`config.mk`:
```
export PLATFORM = sky130hd
export DESIGN_NAME = fsqrt_unit
export DESIGN_NICKNAME = d
export VERILOG_FILES = /design/src/rtl/fsqrt_unit.sv
export SDC_FILE = /design/constraint.sdc
export NUM_CORES = 1
export LEC_CHECK = 0
export CAP_MARGIN = 20
export CELL_PAD_IN_SITES_DETAIL_PLACEMENT = 2
export CELL_PAD_IN_SITES_GLOBAL_PLACEMENT = 2
export CORE_MARGIN = 1.5
export CORE_UTILIZATION = 32
export DETAILED_ROUTE_END_ITERATION = 8
export GPL_TIMING_DRIVEN = 0
export MAX_ROUTING_LAYER = met4
export PLACE_DENSITY = 0.81
export SKIP_CTS_REPAIR_TIMING = 1
export SYNTH_ARGS = -nofsm -noshare
export SYNTH_HDL_FRONTEND = slang
export SYNTH_SLANG_ARGS = --single-unit
```
`constraint.sdc`:
```
create_clock -name clk -period 94 [get_ports clk]
set_input_delay 9.4 -clock clk [delete_from_list [all_inputs] [get_ports clk]]
set_output_delay 9.4 -clock clk [all_outputs]
set_load 0.01 [all_outputs]
```
`src/rtl/fsqrt_unit.sv`:
```
// fsqrt_unit: IEEE-754 binary32 square root, one-clock latency, one op per clock
// Ports: clk, rst (sync, active-high); x operand; y registered sqrt(x);
//   xaaa/hikare/ra/nib/an: registered last-step recurrence values for debug.
module fsqrt_unit (
    input  logic        clk,
    input  logic        rst,
    input  logic [31:0] x,
    output logic [31:0] y,
    output logic [23:0] xaaa,
    output logic [23:0] nib,
    output logic [23:0] hikare,
    output logic [23:0] ra,
    output logic [47:0] an
);
    logic        w_s;
    logic [7:0]  w_e;
    logic [22:0] w_m;
    logic [23:0] w_mant;
    logic [47:0] w_an;
    logic [8:0]  w_ey;
    logic [27:0] w_rem;
    logic [27:0] w_min;
    logic [27:0] w_trial;
    logic [23:0] w_root;
    logic [23:0] w_r;
    logic [31:0] w_y;
    logic [31:0] r_y;
    logic [23:0] r_xaaa;
    logic [23:0] r_nib;
    logic [23:0] r_hikare;
    logic [23:0] r_ra;
    logic [47:0] r_an;

    assign {w_s, w_e, w_m} = x;
    assign w_mant = {1'b1, w_m};
    // Odd biased exponent means even unbiased exponent: shift one less so the root lands in [2^23, 2^24).
    assign w_an = w_e[0] ? {1'b0, w_mant, 23'b0} : {w_mant, 24'b0};
    assign w_ey = ({1'b0, w_e} + 9'd127) >> 1;

    // Restoring integer square root, two radicand bits per step, MSB first.
    always_comb begin
        w_rem   = '0;
        w_root  = '0;
        w_min   = '0;
        w_trial = '0;
        for (int i = 23; i >= 0; i--) begin
            w_min   = {w_rem[25:0], w_an[2*i+1 -: 2]};
            w_trial = {2'b0, w_root, 2'b01};
            w_rem   = (w_min >= w_trial) ? w_min - w_trial : w_min;
            w_root  = {w_root[22:0], w_min >= w_trial};
        end
    end

    // Remainder above the root means the true root is past the half-way point.
    assign w_r = (w_rem > {4'b0, w_root}) ? w_root + 24'd1 : w_root;

    // The hidden bit r[23] is always set; it adds the 1 back onto ey-1.
    assign w_y = (w_e == 8'hFF && w_m != 23'd0) ? 32'h7FC00000 :
                 (w_e == 8'h00)                 ? {w_s, 31'b0} :
                 w_s                            ? 32'h7FC00000 :
                 (w_e == 8'hFF)                 ? 32'h7F800000 :
                 {w_ey - 9'd1, 23'b0} + {8'b0, w_r};

    always_ff @(posedge clk) begin
        if (rst) begin
            r_y      <= '0;
            r_xaaa   <= '0;
            r_nib    <= '0;
            r_hikare <= '0;
            r_ra     <= '0;
            r_an     <= '0;
        end else begin
            r_y      <= w_y;
            r_xaaa   <= w_trial[23:0];
            r_nib    <= w_root;
            r_hikare <= w_min[23:0];
            r_ra     <= w_min[23:0] - w_trial[23:0];
            r_an     <= w_an;
        end
    end

    assign y      = r_y;
    assign xaaa   = r_xaaa;
    assign nib    = r_nib;
    assign hikare = r_hikare;
    assign ra     = r_ra;
    assign an     = r_an;
endmodule

```
### Word level (Yosys, flattened, before mapping)

Index checks and enable logic that the tools add are counted.

| operators by class | value |
|---|---|
| add/subtract/negate cells | 29 |
| order comparisons | 25 |
| equal/unequal tests | 1 |
| mux-type cells | 31 |
| reduce and logical (&&, ||, !) cells | 5 |

Operator list:

| operator | count |
|---|---|
| 2-to-1 mux 26 bit | 23 |
| 2-to-1 mux 32 bit | 3 |
| 2-to-1 mux 48 bit | 1 |
| adder 32 x 24 -> 32 bit | 1 |
| 2-to-1 mux 31 bit | 1 |
| >= comparator 28 x 10 -> 1 bit | 1 |
| >= comparator 28 x 11 -> 1 bit | 1 |
| >= comparator 28 x 12 -> 1 bit | 1 |
| >= comparator 28 x 13 -> 1 bit | 1 |
| >= comparator 28 x 14 -> 1 bit | 1 |
| >= comparator 28 x 15 -> 1 bit | 1 |
| >= comparator 28 x 16 -> 1 bit | 1 |
| >= comparator 28 x 17 -> 1 bit | 1 |
| >= comparator 28 x 18 -> 1 bit | 1 |
| >= comparator 28 x 19 -> 1 bit | 1 |
| >= comparator 28 x 20 -> 1 bit | 1 |
| >= comparator 28 x 21 -> 1 bit | 1 |
| >= comparator 28 x 22 -> 1 bit | 1 |
| >= comparator 28 x 23 -> 1 bit | 1 |
| >= comparator 28 x 24 -> 1 bit | 1 |
| >= comparator 28 x 25 -> 1 bit | 1 |
| >= comparator 28 x 3 -> 1 bit | 1 |
| >= comparator 28 x 4 -> 1 bit | 1 |
| >= comparator 28 x 5 -> 1 bit | 1 |
| other kinds (43) | 43 |

| word-level totals | value |
|---|---|
| bits in registers | 176 |
| input port bits | 34 |
| output and inout port bits | 176 |
| logic and storage cells | 100 |

### Logic depth before layout (Yosys ltp)

Gate-level depths: netlist (run 1).

| depth | value |
|---|---|
| depth after elaboration | 56 |
| gate-level depth with buffers | 488 |

### Worst setup path after synthesis (run 1)

OpenSTA, ideal clock, no wires.

| timing path | value |
|---|---|
| path kind | input to register |
| start point | input x[23] |
| end point | register r_y[29], in the netlist y[29] |
| arrival time | 96.562 ns |
| required time | 93.864 ns |
| path slack | -2.698 ns |
| stages | 474 |
| path through | buf_2 > buf_2 > nand2_1 > a21boi_0 > ha_1 > nor3b_2 > nor2_1 > inv_1 > buf_1 > ha_1 > a22o_1 > nor2_2 > a21oi_1 > nor2_1 > a21oi_1 > ha_1 > inv_1 > o21ba_2 > [... 438 more ...] > nand2b_1 > a21oi_1 > o21ai_0 > a211oi_1 > nor2_1 > a2111oi_0 > a41o_1 > o31a_1 > buf_2 > nor2_1 > nand3_1 > ha_1 > nor2b_1 > nand2_1 > or3_1 > nor2_1 > xor2_1 > a21oi_1 |

| on the way | value |
|---|---|
| longest elaborated chain between the ends | 56 |

Ends and longest elaborated chain:

| what | line | source |
|---|---|---|
| from (decl) | 7 | `input logic [31:0] x,` |
| 2-to-1 mux 48 bit * | 37 | `assign w_an = w_e[0] ? {1'b0, w_mant, 23'b0} : {w_mant, 24'b0};` |
| subtractor 2 x 1 -> 3 bit or >= comparator 2 x 1 -> 1 bit (tied branches) | 49, 50 |  |
| 2-to-1 mux 26 bit | 49 | `w_rem = (w_min >= w_trial) ? w_min - w_trial : w_min;` |
| subtractor 26 x 3 -> 26 bit or >= comparator 28 x 3 -> 1 bit (tied branches) | 49, 50 |  |
| 2-to-1 mux 26 bit | 49 |  |
| subtractor 26 x 4 -> 26 bit or >= comparator 28 x 4 -> 1 bit (tied branches) | 49, 50 |  |
| 2-to-1 mux 26 bit | 49 |  |
| subtractor 26 x 5 -> 26 bit or >= comparator 28 x 5 -> 1 bit (tied branches) | 49, 50 |  |
| [... 20 more ...] | - |  |
| net w_root[10] | 24 | `logic [23:0] w_root;` |
| [... 4 more ...] | - |  |
| net w_root[8] | 24 |  |
| [... 2 more ...] | - |  |
| net w_root[7] | 24 |  |
| [... 2 more ...] | - |  |
| net w_root[6] | 24 |  |
| [... 6 more ...] | - |  |
| net w_root[3] | 24 |  |
| [... 5 more ...] | - |  |
| net w_min[4] | 22 | `logic [27:0] w_min;` |
| [... 2 more ...] | - |  |
| net w_rem[0] | 21 | `logic [27:0] w_rem;` |
| greater-than comparator 28 x 24 -> 1 bit * | 55 | `assign w_r = (w_rem > {4'b0, w_root}) ? w_root + 24'd1 : w_root;` |
| 2-to-1 mux 24 bit * | 55 |  |
| adder 32 x 24 -> 32 bit * | 62 | `{w_ey - 9'd1, 23'b0} + {8'b0, w_r};` |
| 2-to-1 mux 32 bit * | 61 | `(w_e == 8'hFF) ? 32'h7F800000 :` |
| 2-to-1 mux 32 bit * | 60 | `w_s ? 32'h7FC00000 :` |
| 2-to-1 mux 32 bit * | 59 | `(w_e == 8'h00) ? {w_s, 31'b0} :` |
| 2-to-1 mux 31 bit * | 58 | `assign w_y = (w_e == 8'hFF && w_m != 23'd0) ? 32'h7FC00000 :` |
| to (signal assigned) | 73 | `r_y <= w_y;` |
| to (decl) | 27 | `logic [31:0] r_y;` |

The timed path passes the listed nets; every way through them passes the cells marked *.
A chain may end at the register's enable or synchronous reset.

### Worst setup path in the final report (run 1)

| timing path | value |
|---|---|
| start point | input x[23] |
| end point | register r_y[29], in the netlist y[29] |

| on the way | value |
|---|---|
| longest elaborated chain between the ends | 56 |

Ends and longest elaborated chain:

| what | line |
|---|---|
| 2-to-1 mux 48 bit * | 37 |
| subtractor 2 x 1 -> 3 bit or >= comparator 2 x 1 -> 1 bit (tied branches) | 49, 50 |
| 2-to-1 mux 26 bit | 49 |
| subtractor 26 x 3 -> 26 bit or >= comparator 28 x 3 -> 1 bit (tied branches) | 49, 50 |
| 2-to-1 mux 26 bit | 49 |
| subtractor 26 x 4 -> 26 bit or >= comparator 28 x 4 -> 1 bit (tied branches) | 49, 50 |
| 2-to-1 mux 26 bit | 49 |
| subtractor 26 x 5 -> 26 bit or >= comparator 28 x 5 -> 1 bit (tied branches) | 49, 50 |
| [... 14 more ...] | - |
| net w_root[13] | 24 |
| [... 6 more ...] | - |
| net w_root[10] | 24 |
| [... 4 more ...] | - |
| net w_root[8] | 24 |
| [... 4 more ...] | - |
| net w_root[6] | 24 |
| [... 6 more ...] | - |
| net w_root[3] | 24 |
| [... 2 more ...] | - |
| net w_root[2] | 24 |
| [... 3 more ...] | - |
| net w_min[2] | 22 |
| [... 2 more ...] | - |
| net w_rem[0] | 21 |
| greater-than comparator 28 x 24 -> 1 bit * | 55 |
| 2-to-1 mux 24 bit * | 55 |
| adder 32 x 24 -> 32 bit * | 62 |
| 2-to-1 mux 32 bit * | 61 |
| 2-to-1 mux 32 bit * | 60 |
| 2-to-1 mux 32 bit * | 59 |
| 2-to-1 mux 31 bit * | 58 |

Marked as above.

==> results of run 1 <==
[cell usage after synthesis (all sizes together) (42+ instances only)]
library cell | count | share of area
xnor2 | 242 | 0.069
o21ai | 276 | 0.046
or2 | 42 | 0.0086
nand2 | 352 | 0.043
nor3 | 101 | 0.019
o21bai | 140 | 0.034
a21oi | 491 | 0.081
dfxtp | 124 | 0.081
mux2i | 52 | 0.017
nand3 | 137 | 0.024
o211ai | 60 | 0.015
xor2 | 84 | 0.024
nor4 | 43 | 0.0099
mux2 | 49 | 0.018
nand2b | 46 | 0.0094
or3 | 51 | 0.011
and2 | 80 | 0.016
a21o | 114 | 0.028
and3 | 65 | 0.013
ha | 342 | 0.14
clkbuf | 86 | 0.011
a31oi | 67 | 0.014
buf | 104 | 0.021
nor2 | 419 | 0.052
inv | 213 | 0.026
nand4 | 63 | 0.013
a211oi | 44 | 0.012
[through the flow]
step                      instances  setup TNS (ps)  hold slack, ps   util  area, sq um
after floorplan                4440               0            9550      -        30800
after global placement         5885        -1766370            9770  0.361        34200
after detailed placement       5891        -1931270            9820  0.362        34300
after CTS                      5923        -1944370            9330  0.368        34900
after global routing           6138         -109670            9360  0.407        38600
final                          6138          -10580            9350  0.407        38600
[cells by family after synthesis]
family                   count (synthesis)
AO/OA/AOI/OAI                         1550
AND/OR/NAND/NOR                       1537
buffers and inverters                  406
adder cells (fa/ha/maj)                343
XOR/XNOR                               326
flip-flops                             124
multiplexers                           101
other                                    2
[final cells by class]
cell class	count	share of cell area
Multi-Input combinational cell	3910	0.724
Timing Repair Buffer	399	0.0941
Sequential cell	124	0.0644
Tap cell	1265	0.0410
Buffer	185	0.0379
Inverter	216	0.0227
Clock buffer	17	0.0110
Clock inverter	15	0.00428
Antenna cell	7	0.000454
[worst paths after layout]
check	start	endpoint	depth (start not counted)
max	x[23]	y[29]	479
min	x[22]	an[46]	3
[registers in the layout, summed over array words and instances (netlist names)]
signal  cells
an         25
y          32
xaaa       22
ra         22
hikare     20
nib         3
[per-layer routing]
| layer | part of all wire | up-vias | track usage |
|---|---|---|---|
| met3 | 0.062 | 522 | 0.0200 |
| li1 | - | 17149 | - |
| met4 | 0.050 | 0 | 0.0727 |
| met5 | 0 | - | - |
| met2 | 0.47 | 1715 | 0.480 |
| met1 | 0.42 | 20111 | 0.389 |
[cells in the final DEF (no fill, tap or decap), types with 124 or more instances in the layout]
master,count
o21ai_0,217
nand2_1,343
ha_1,323
dfxtp_1,124
a21oi_1,364
nor2_1,404
clkdlybuf4s50_1,177
inv_1,191
o21bai_1,137
xnor2_1,242
buf_4,283
==> metrics.txt, run 1 <==
crit path capture type register; CTS buffer count 17; PnR worst setup slack -1180 ps; setup violators final 26; crit share post-route 1.01; Setup CP Type in -> reg; slowest stage delay, CP 580 ps; CP startpoint kind input port; Routed Antenna Nets 0; die area 97,500 sq um; PortBufs 180; starting density of the core 0.323; Multi-input gate area 27,900 sq um; DRT Wirelength 177,000 um; multiplexer share of the synthesized area 0.0351; status finished with violations; worst-margin pin slew 1270 ps; Mapped Cells 4,389; pin count of the biggest net entering global routing 31; Max Clk Rate 0.0105 GHz; total number of vias 39.5k; Main synth FF type dfxtp_1; Avg WL per Cell 28.9 um; Netlist Area Pre-Place about 30,000 sq um; Die Ht approximately 310 um; failing checks setup timing; Hold Violations, Final 0; Synth Area in Adders 0.140; clock tree buffer depth 2; CP required 94,340 ps; FFs w/ async S/R, synth 0; Synth Area in XOR/XNOR 0.0933; CTS tree built; Synth Area in Compound Gates 0.335; Area growth syn-to-layout 26.0%; Congestion Overflow GR 0; number of synthesized flops with an enable pin 0; sequential cell area 2480 sq um; synthesized area per cell between 6 and 7 sq um; slew margin rel. 0.143; # nets final 5,230; Hold Crit Class in -> reg; CTS Root Cell clkbuf_16; Most common cell on crit path a21oi_2; num ports 210; critical path data arrival time 95,520 ps; Placement Setup Slack -31,870 ps; DRC violations left 0; layout cell share with drive strength beyond 1 0.168; Pre-Repair DR Iteration Count 6; Worst path slowest cell or4_4; row cnt 113; Core Box Area 94,900 sq um; vias in the first global route 37.6k; first-pass GRT wire length between 200,000 and 250,000 um; post-DP HPWL 118,000 um; drt via density approximately 6.4; H-tree depth 4; Simple-Gate Fraction of Synth Area 0.256; fin. max-slew vios 0; fillcell total 10.9k; synth warn 0; CP bufs+invs 81; First DRT Iteration DRCs 3,534; RD Place Congestion 0.962; worst-path maximum fanout 20; CTS sink cnt 124; sequential share of the synthesized area 0.0811; max-cap viol count 0; largest family of logic cells by synthesized area compound AO/OA/AOI/OAI gates; CP delay by family, top compound AO/OA/AOI/OAI gates; Tot GR Track Use 0.292; Yosys reg bits 124; library cells used by synthesis 131; die width 312 um; crit path time final 95,180 ps; clk slew on worst S/H paths 70 ps; initial antenna violation count 8
Power of run 1 is not shown: default switching activity piles up to over one toggle a cycle in this logic, so the estimate is an artifact.
==> run 2: changes to the inputs <==
--- a/config.mk
+++ b/config.mk
@@ -13,7 +13,7 @@
 export DETAILED_ROUTE_END_ITERATION = 8
 export GPL_TIMING_DRIVEN = 0
 export MAX_ROUTING_LAYER = met4
-export PLACE_DENSITY = 0.81
+export PLACE_DENSITY_LB_ADDON = 0.1
 export SKIP_CTS_REPAIR_TIMING = 1
 export SYNTH_ARGS = -nofsm -noshare
 export SYNTH_HDL_FRONTEND = slang
==> run 2 against run 1 <==
Compared with the run above:
- count of clock-buffer cells in the layout increased by 3
- sequential cell count is the same
- the run now ends clean
- via count is 8.3% lower
- die area unchanged
- non-clock buffer count down 39
- core utilization is 0.24 points lower
- worst setup slack better by 4800 ps
- routed wire length is 14% lower
- critical path type unchanged
==> metrics.txt, run 2 (synthesis results as in run 1) <==
status finished clean; max reg flops 32 (unchanged); total number of vias 36.2k (-8.3%); first-pass GRT wire length 220,000 um (-1.1%); Routed Antenna Nets 0 (unchanged); initial antenna violation count 10 (+2); crit share post-route 0.961 (-0.0512); Die Ht 312 um (unchanged); layout cell share with drive strength beyond 1 0.164 (-0.00399); Hold Path Origin x[22]; critical path data arrival time 90,730 ps (-4790 ps); Setup CP Type in -> reg; clock tree buffer depth 2 (unchanged); worst-margin pin slew 1190 ps (-84.4 ps); max-cap viol count 0 (unchanged); Core Box Area 94,900 sq um (unchanged); Placement Setup Slack -30,580 ps (+1290 ps); crit path capture type register; Area growth syn-to-layout 25.2%; DRC violations left 0 (unchanged); crit path time final 90,370 ps (-4810 ps); CTS buffer count 17 (unchanged); Tot GR Track Use 0.293 (+0.000591); First DRT Iteration DRCs 2,109 (-40%); commonest cells after routing, fill and taps aside nor2_1 (403), a21oi_1 (356), nand2_1 (344), ha_1 (322), xnor2_1 (242); Max Clk Rate 0.0111 GHz (+5.3%); Hold Path Stages 3 (unchanged); Congestion Overflow GR 0 (unchanged); worst-path maximum fanout 15 (-25%); H-tree depth 4 (unchanged); Hold Crit Class in -> reg; vias in the first global route 36.3k (-3.4%); num ports 210 (unchanged); starting density of the core 0.323 (unchanged); RD Place Congestion 0.924 (-4.0%); die width 312 um (unchanged); # nets final 5,191 (-0.75%); CP delay by family, top compound AO/OA/AOI/OAI gates; row cnt 113 (unchanged); slowest stage delay, CP 570 ps (about the same); clk slew on worst S/H paths 70 ps (about the same); Worst path slowest cell or4_4; CTS tree built; fin. max-slew vios 0 (unchanged); CP required 94,360 ps (+20 ps); pin count of the biggest net entering global routing 31 (unchanged); drt via density 5.94 (-7.7%); CTS Root Cell clkbuf_16; CP bufs+invs 75 (-7.4%); Hold Violations, Final 0 (unchanged); DRT Wirelength 152,000 um (-14%); Avg WL per Cell 24.9 um (-14%); fillcell total 11.2k (+2.5%); PnR worst setup slack 3630 ps (+4810 ps); CP startpoint kind input port; setup violators final 0 (-100%); Most common cell on crit path a21oi_2; commonest non-fill, non-tap cell in the layout nor2_1; Pre-Repair DR Iteration Count 6 (unchanged); slew margin rel. 0.205 (+0.0614); WP depth 475 (-0.84%); Min-Delay Endpoint an[46]; post-DP HPWL 119,000 um (+0.32%); CTS sink cnt 124 (unchanged); PortBufs 180 (unchanged); die area 97,500 sq um (unchanged)
==> run 2: cell types whose count changed in the layout (fill, tap and decap cells not counted), sizes merged <==
| cell | previous run | this run |
|---|---|---|
| buf | 342 | 301 |
| clkbuf | 80 | 85 |
| clkinv | 13 | 9 |
| clkinvlp | 3 | 6 |
| inv | 213 | 211 |
| bufinv | 2 | 1 |
==> run 2: how the worst max path moves through the flow <==
stage                     start  slack (ps)  endpoint
after floorplan           x[23]         340     y[29]
after global placement    x[23]      -30880     y[29]
after detailed placement  x[23]      -30580     y[29]
after CTS                 x[23]      -30520     y[29]
after global routing      x[23]       -1300     y[29]
final                     x[23]        3630     y[29]
==> run 2: area by class of cell <==
class,count,area (sq um),share of cell area
Multi-Input combinational cell,3910,28000,0.729
Timing Repair Buffer,360,3370,0.0879
Sequential cell,124,2480,0.0647
Tap cell,1265,1580,0.0413
Buffer,185,1470,0.0383
Inverter,216,875,0.0228
Clock buffer,20,467,0.0122
Clock inverter,11,110,0.00287
Antenna cell,7,17.5,0.000457
==> run 2: through the flow <==
stage	area (sq um)	std cells	util	hold WS, ps	TNS [ps]
after floorplan	30800	4440	-	9550	0
after global placement	34200	5885	0.361	9790	-1871290
after detailed placement	34300	5889	0.362	9790	-1832130
after CTS	34900	5920	0.368	9270	-1824170
after global routing	38300	6096	0.404	9310	-16270
final	38300	6098	0.404	9290	0
==> run 2: metal layers <==
layer  track usage  wire length (um)
met5             -                 0
met4        0.0515              3280
met3        0.0243              5560
met2         0.472             69600
met1         0.402             73300
Power of run 2 is left out for the same reason.
